===== config.mk =====
export PLATFORM = sky130hd
export DESIGN_NAME = imm_buf
export DESIGN_NICKNAME = d
export VERILOG_FILES = /design/src/rtl/imm_buf.sv
export SDC_FILE = /design/constraint.sdc
export NUM_CORES = 2
export LEC_CHECK = 0
export CAP_MARGIN = 20
export CORE_UTILIZATION = 25
export DETAILED_ROUTE_END_ITERATION = 10
export PLACE_DENSITY = 0.52
export SETUP_SLACK_MARGIN = 0.2
export SLEW_MARGIN = 20
export SYNTH_ARGS = -nofsm -noshare
export SYNTH_HDL_FRONTEND = slang
export SYNTH_SLANG_ARGS = --single-unit
export TNS_END_PERCENT = 20

===== constraint.sdc =====
create_clock -name i_clk -period 13.5 [get_ports i_clk]
set_clock_uncertainty 0.2 [all_clocks]
set_input_delay 1.35 -clock i_clk [delete_from_list [all_inputs] [get_ports i_clk]]
set_output_delay 1.35 -clock i_clk [all_outputs]
set_load 0.05 [all_outputs]

===== src/rtl/imm_buf.sv =====
`default_nettype none
// ============================================================================
// Module  : imm_buf
// Brief   : Row-allocated immediate buffer with busy-bit free list, masked
//           lane writes, per-entry valid bits, row release and flush.
// Revision: 1.0 - initial release
// ============================================================================
module imm_buf #(
   parameter  int SIZE   = 32,
   parameter  int WIDTH  = 32,
   parameter  int LANES  = 4,
   parameter  int RPORTS = 4,
   localparam int ROWS   = SIZE / LANES,
   localparam int AW     = $clog2(SIZE),
   localparam int RW     = (ROWS > 1) ? $clog2(ROWS) : 1,
   localparam int CW     = $clog2(ROWS + 1)
) (
   input  logic                    i_clk,
   input  logic                    i_rst,
   input  logic                    i_alloc,
   output logic                    o_alloc_rdy,
   output logic [RW-1:0]           o_alloc_row,
   output logic [CW-1:0]           o_free_cnt,
   input  logic                    i_we,
   input  logic [RW-1:0]           i_wrow,
   input  logic [LANES-1:0]        i_wmask,
   input  logic [LANES*WIDTH-1:0]  i_wdata,
   input  logic [ROWS-1:0]         i_free,
   input  logic                    i_flush,
   input  logic [RPORTS*AW-1:0]    i_raddr,
   output logic [RPORTS*WIDTH-1:0] o_rdata,
   output logic [RPORTS-1:0]       o_rvalid
);

   logic [ROWS-1:0]  busy_q, busy_d;
   logic [SIZE-1:0]  valid_q, valid_d;
   logic [CW-1:0]    free_cnt_q, free_cnt_d;
   logic [WIDTH-1:0] data_q [SIZE];
   logic [WIDTH-1:0] data_d [SIZE];

   logic [RW-1:0]    alloc_row;
   logic             alloc_ok;
   logic [CW-1:0]    rel_cnt;

   // Lowest-index free row wins; scanning downward leaves the lowest hit last.
   always_comb begin
      alloc_row = '0;
      for (int r = ROWS - 1; r >= 0; r--) begin
         if (!busy_q[r]) alloc_row = RW'(r);
      end
   end

   assign o_alloc_rdy = |(~busy_q);
   assign o_alloc_row = alloc_row;
   assign o_free_cnt  = free_cnt_q;
   assign alloc_ok    = i_alloc & o_alloc_rdy;

   // Order matters: write, then free (so free beats write), then allocate
   // (so a free bit on an already-free row cannot cancel a grant).
   always_comb begin
      busy_d  = busy_q;
      valid_d = valid_q;
      data_d  = data_q;
      rel_cnt = '0;
      for (int r = 0; r < ROWS; r++) begin
         if (i_we && (i_wrow == RW'(r)) && busy_q[r]) begin
            for (int k = 0; k < LANES; k++) begin
               if (i_wmask[k]) begin
                  data_d[r*LANES + k]  = i_wdata[k*WIDTH +: WIDTH];
                  valid_d[r*LANES + k] = 1'b1;
               end
            end
         end
      end
      for (int r = 0; r < ROWS; r++) begin
         if (i_free[r]) begin
            rel_cnt                  = rel_cnt + CW'(busy_q[r]);
            busy_d[r]                = 1'b0;
            valid_d[r*LANES +: LANES] = '0;
         end
      end
      for (int r = 0; r < ROWS; r++) begin
         if (alloc_ok && (alloc_row == RW'(r))) busy_d[r] = 1'b1;
      end
      free_cnt_d = free_cnt_q + rel_cnt - CW'(alloc_ok);
      if (i_flush) begin
         busy_d     = '0;
         valid_d    = '0;
         free_cnt_d = CW'(ROWS);
      end
   end

   always_ff @(posedge i_clk or posedge i_rst) begin
      if (i_rst) begin
         busy_q     <= '0;
         valid_q    <= '0;
         free_cnt_q <= CW'(ROWS);
      end else begin
         busy_q     <= busy_d;
         valid_q    <= valid_d;
         free_cnt_q <= free_cnt_d;
      end
   end

   // Payload storage is never reset; stale contents are hidden by valid_q.
   always_ff @(posedge i_clk) begin
      data_q <= data_d;
   end

   generate
      for (genvar p = 0; p < RPORTS; p++) begin : g_rd
         logic [AW-1:0] raddr;
         assign raddr = i_raddr[p*AW +: AW];
         always_comb begin
            o_rdata[p*WIDTH +: WIDTH] = '0;
            o_rvalid[p]               = 1'b0;
            if ({1'b0, raddr} < (AW+1)'(SIZE)) begin
               o_rdata[p*WIDTH +: WIDTH] = data_q[raddr];
               o_rvalid[p]               = valid_q[raddr];
            end
         end
      end
   endgenerate

endmodule
`default_nettype wire


==> results.txt <==
----------------------------------------------------
[Run status]
  Run status ... finished, final reports clean

[Clock network]
  Clock tree from TritonCTS ... built
  Clock Pin Slew Worst Setup and Hold Paths ... approximately 60 ps
  Maximum count of clock buffers along a single path ... 3
  Resized Gates After CTS ... 0
  Number of clock buffers inserted by TritonCTS ... between 100 and 150
  Clock latency on the worst-skew pair ... 790 ps
  Number of setup buffers added after CTS ... 0
  CTS root buffer ... sky130_fd_sc_hd__clkbuf_16
  Clk sinks ... 1,068
  H-tree Lvls ... 4
  Number of hold-repair buffers added at the cts stage ... 0

[Drt]
  Post-detailed-route via-to-cell ratio ... 5.75
  Post-route DRC ... 0
  DRT Pass-1 Iters ... 7
  Average wire per cell in the routed design ... about 39 um
  Vias ... ~40,000
  Iteration-0 DRC Markers ... ~4,500
  Residual antenna-violating net count after detailed routing ... 0
  Overall routed net length ... 270,000 um

[Power]
  Sw frac ... a little over a quarter
  Sw power ... around 2.3 mW
  Internal portion of total power ... between 6 and 7 mW
  Share of power burned in registers ... around two fifths
  Leakage power summed over all cells ... about 23 nW
  Relative contribution of the clock network to total power ... 41.9%
  Combinational cell fraction of total power ... around 16%
  Power Total ... 8.73 mW
  Power Dens Cells ... 113 mW/mm^2
  Peak ir drop on the vdd network ... between 0.0001 and 0.00015 V

[Critical path]
  Crit. path cell count ... 34
  Depth of the worst register-to-register path ... 33
  Type of origin of the critical path ... primary input
  Critical Path Slowest Stage Cell ... sky130_fd_sc_hd__clkdlybuf4s50_1
  CP Class ... in -> reg
  Termination of the worst setup path ... o_free_cnt[3]$_DFF_PP1_
  Reg2Reg Launch Point ... busy_q[0]$_DFFE_PP0P_
  Cell type group with the largest total delay on the critical path ... adder cells
  Worst R2R Setup Slack ... roughly 6500 ps
  Max incr delay on CP ... between 500 and 600 ps
  Critical Path Sink Type ... register
  Setup crit start ... i_free[0]
  Terminus of the critical flop-to-flop path ... o_free_cnt[3]$_DFF_PP1_
  CP bufs+invs ... 4
  Library cell appearing most often on the critical path ... sky130_fd_sc_hd__ha_1
  Required time of the critical path ... around 14,000 ps
  Data arrival time of the critical path ... 8120 ps
  Worst-path maximum fanout ... 6

[GRT]
  Total global-route track usage ... 20.2%
  Grt met2 use ... approximately a third
  Grt total ovfl ... 0
  Global Route met3 Usage ... under 10%
  Met1 usage ... 26.1%
  Global-route wire length before repair ... ~370,000 um
  Number of antenna violations at the first check in global routing ... 54
  Maximum number of pins on one net before global-route repair ... 111
  Number of global-route vias before repair ... 40,900
  Layer with the highest usage after global routing ... met2

[Layout]
  Post-Layout Cell Count ... about 7,000
  Layout filler cell count ... about 25,000
  Final Cell Area ... around 0.077 sq mm
  Nets ... around 3,500
  Area overhead of the layout relative to synthesis ... 17.2%
  Total area of sequential cells ... 0.0319 sq mm
  Utilization after layout ... between 20% and 30%
  Footprint of the multi-input gates ... between 0.03 and 0.04 sq mm
  Share of layout cells above drive strength 1 ... between 50% and 60%

[Die]
  Area of the die ... approximately 0.27 sq mm
  Core region area ... ~0.26 sq mm
  Starting density of the core ... approximately a quarter
  Count of pins on the block boundary ... just over 300
  Y dimension of the die ... 516 um
  Number of placement rows ... approximately 190
  Chip Width ... just over 500 um

[Worst hold path]
  Type of the most critical hold path ... reg -> reg
  Cell count of the worst hold path ... 1

[Placed design]
  Post-placement setup slack ... between 5000 and 6000 ps
  Post-placement cell area ... around 0.073 sq mm
  Final weighted congestion in routability-driven placement ... a little under 0.8
  Half-perimeter wire length after detailed placement ... ~160,000 um
  Port buffer count ... 307
  Cells after DPL ... between 6,000 and 7,000

[Logic synthesis]
  Flops & latches, synth ... 1,068
  Nets in the synthesized netlist ... about 3,300
  Dominant register cell in the synthesized netlist ... sky130_fd_sc_hd__edfxtp_1
  Synthesis warning total ... 0
  Number of library cell types mapped by synthesis ... 47
  Synthesized area divided by synthesized cell count ... 21.5 sq um
  List of most frequent post-synthesis cells ... 1,320 x sky130_fd_sc_hd__mux4_2, 1,024 x sky130_fd_sc_hd__edfxtp_1, 164 x sky130_fd_sc_hd__clkbuf_1
  Most repeated cell in the gate-level netlist after synthesis ... sky130_fd_sc_hd__mux4_2
  Most area-hungry cell type in the Yosys netlist ... sky130_fd_sc_hd__edfxtp_1
  Share of synthesized area occupied by flip-flops and latches ... about half
  Biggest area contributors in the synthesized netlist ... sky130_fd_sc_hd__edfxtp_1 47%, sky130_fd_sc_hd__mux4_2 45%, sky130_fd_sc_hd__mux2_2 2.3%, sky130_fd_sc_hd__dfrtp_1 1.6%, sky130_fd_sc_hd__clkbuf_1 0.93%
  FFs w/ async S/R, synth ... 4.12%
  Area of the mapped netlist ... 0.0660 sq mm
  Top cell type's share of synthesized area ... between 40% and 50%
  Count of flip-flops with a built-in enable after synthesis ... 1,024
  Number of instances in the synthesized netlist ... 3,063

[Run]
  Max-cap violation count ... 0

[Timing]
  Post-route worst setup slack ... between 5000 and 6000 ps
  Period minus WS final ... approximately 7600 ps
  Slew Limit Fails ... 0
  Max Freq ... 131 MHz
  Measured slew at the worst slew-check pin ... approximately 1200 ps
  Final hold slack ... roughly 360 ps
  Accumulated negative setup slack ... 0 ps
  Tcrit/Tclk final ... about 56%
  Setup repair after global routing missed its margin ... false
  Tightest slew margin relative to the limit ... 20.5%
  Final Hold Fails ... 0
  Final setup violation count ... 0

----------------------------------------------------
## power by group through the flow
| stage | Combinational [mW] | Sequential, mW | Clock (mW) |
|---|---|---|---|
| after floorplan | 0.895 | 3.73 | 0 |
| after global placement | 1.45 | 3.71 | 0 |
| after detailed placement | 1.44 | 3.71 | 0 |
| after CTS | 1.45 | 3.64 | 3.72 |
| after global routing | 1.49 | 3.64 | 3.83 |
| final | 1.43 | 3.64 | 3.65 |
## per-layer routing
layer	wire, um	part of all wire [%]
met1	106000	39
met2	130000	48
met3	23300	8.6
met4	11200	4.1
met5	261	0.097
## registers in the layout, indices dropped and copies added, names as in the netlist
| name | count |
|---|---|
| valid_q | 32 |
| busy_q | 8 |
| data_q | 1024 |
| o_free_cnt | 4 |
## worst register-to-register path, delay by kind of cell, from the launching register on
kind / cells / cell delay, ps
simple gates: 6 / 750
compound gates: 8 / 1450
flops: 1 / 490
mux: 3 / 690
buf+inv: 3 / 220
fa+ha+maj: 10 / 2530
xor+xnor: 3 / 560
## logic make-up after synthesis
logic type | count (synthesis) | share of synthesized area [%]
AND/OR/NAND/NOR | 137 | 1.10
flip-flops | 1068 | 48.3
adder cells (fa/ha/maj) | 19 | 0.372
multiplexers | 1460 | 47.5
buffers and inverters | 329 | 2.10
AO/OA/AOI/OAI | 39 | 0.459
XOR/XNOR | 11 | 0.220
## placed cells by master (no fill, tap or decap), drive strengths merged, types with 3 or more instances in the layout
| cell type | instances |
|---|---|
| buf | 97 |
| mux4 | 1320 |
| nand2b | 3 |
| mux2i | 3 |
| clkbuf | 160 |
| nor2b | 6 |
| edfxtp | 1024 |
| inv | 21 |
| mux2 | 137 |
| o21a | 18 |
| clkinv | 57 |
| clkinvlp | 5 |
| nor2 | 33 |
| dfrtp | 43 |
| diode | 13 |
| and2 | 37 |
| bufinv | 13 |
| a21oi | 6 |
| nor3 | 20 |
| xnor2 | 9 |
| clkdlybuf4s50 | 287 |
| nand2 | 23 |
| ha | 18 |
## final cells by class
cell class | instances | area share (%)
multi-input combinational | 1666 | 42.4
sequential | 1068 | 41.2
tap | 3515 | 5.69
timing repair buffer | 386 | 4.91
clock buffer | 158 | 4.63
clock inverter | 82 | 1.04
inverter | 14 | 0.0696
antenna | 13 | 0.0421
## worst min path at each step
| stage | from | to | slack (ps) |
|---|---|---|---|
| after detailed placement | valid_q[30]$_DFFE_PP0P_ | valid_q[30]$_DFFE_PP0P_ | 340 |
| final | valid_q[20]$_DFFE_PP0P_ | valid_q[20]$_DFFE_PP0P_ | 360 |
| after floorplan | valid_q[18]$_DFFE_PP0P_ | valid_q[18]$_DFFE_PP0P_ | 310 |
| after global placement | valid_q[26]$_DFFE_PP0P_ | valid_q[26]$_DFFE_PP0P_ | 330 |
| after CTS | valid_q[30]$_DFFE_PP0P_ | valid_q[30]$_DFFE_PP0P_ | 350 |
| after global routing | valid_q[19]$_DFFE_PP0P_ | valid_q[19]$_DFFE_PP0P_ | 380 |
Note: power is estimated with default switching activity, not from simulation.
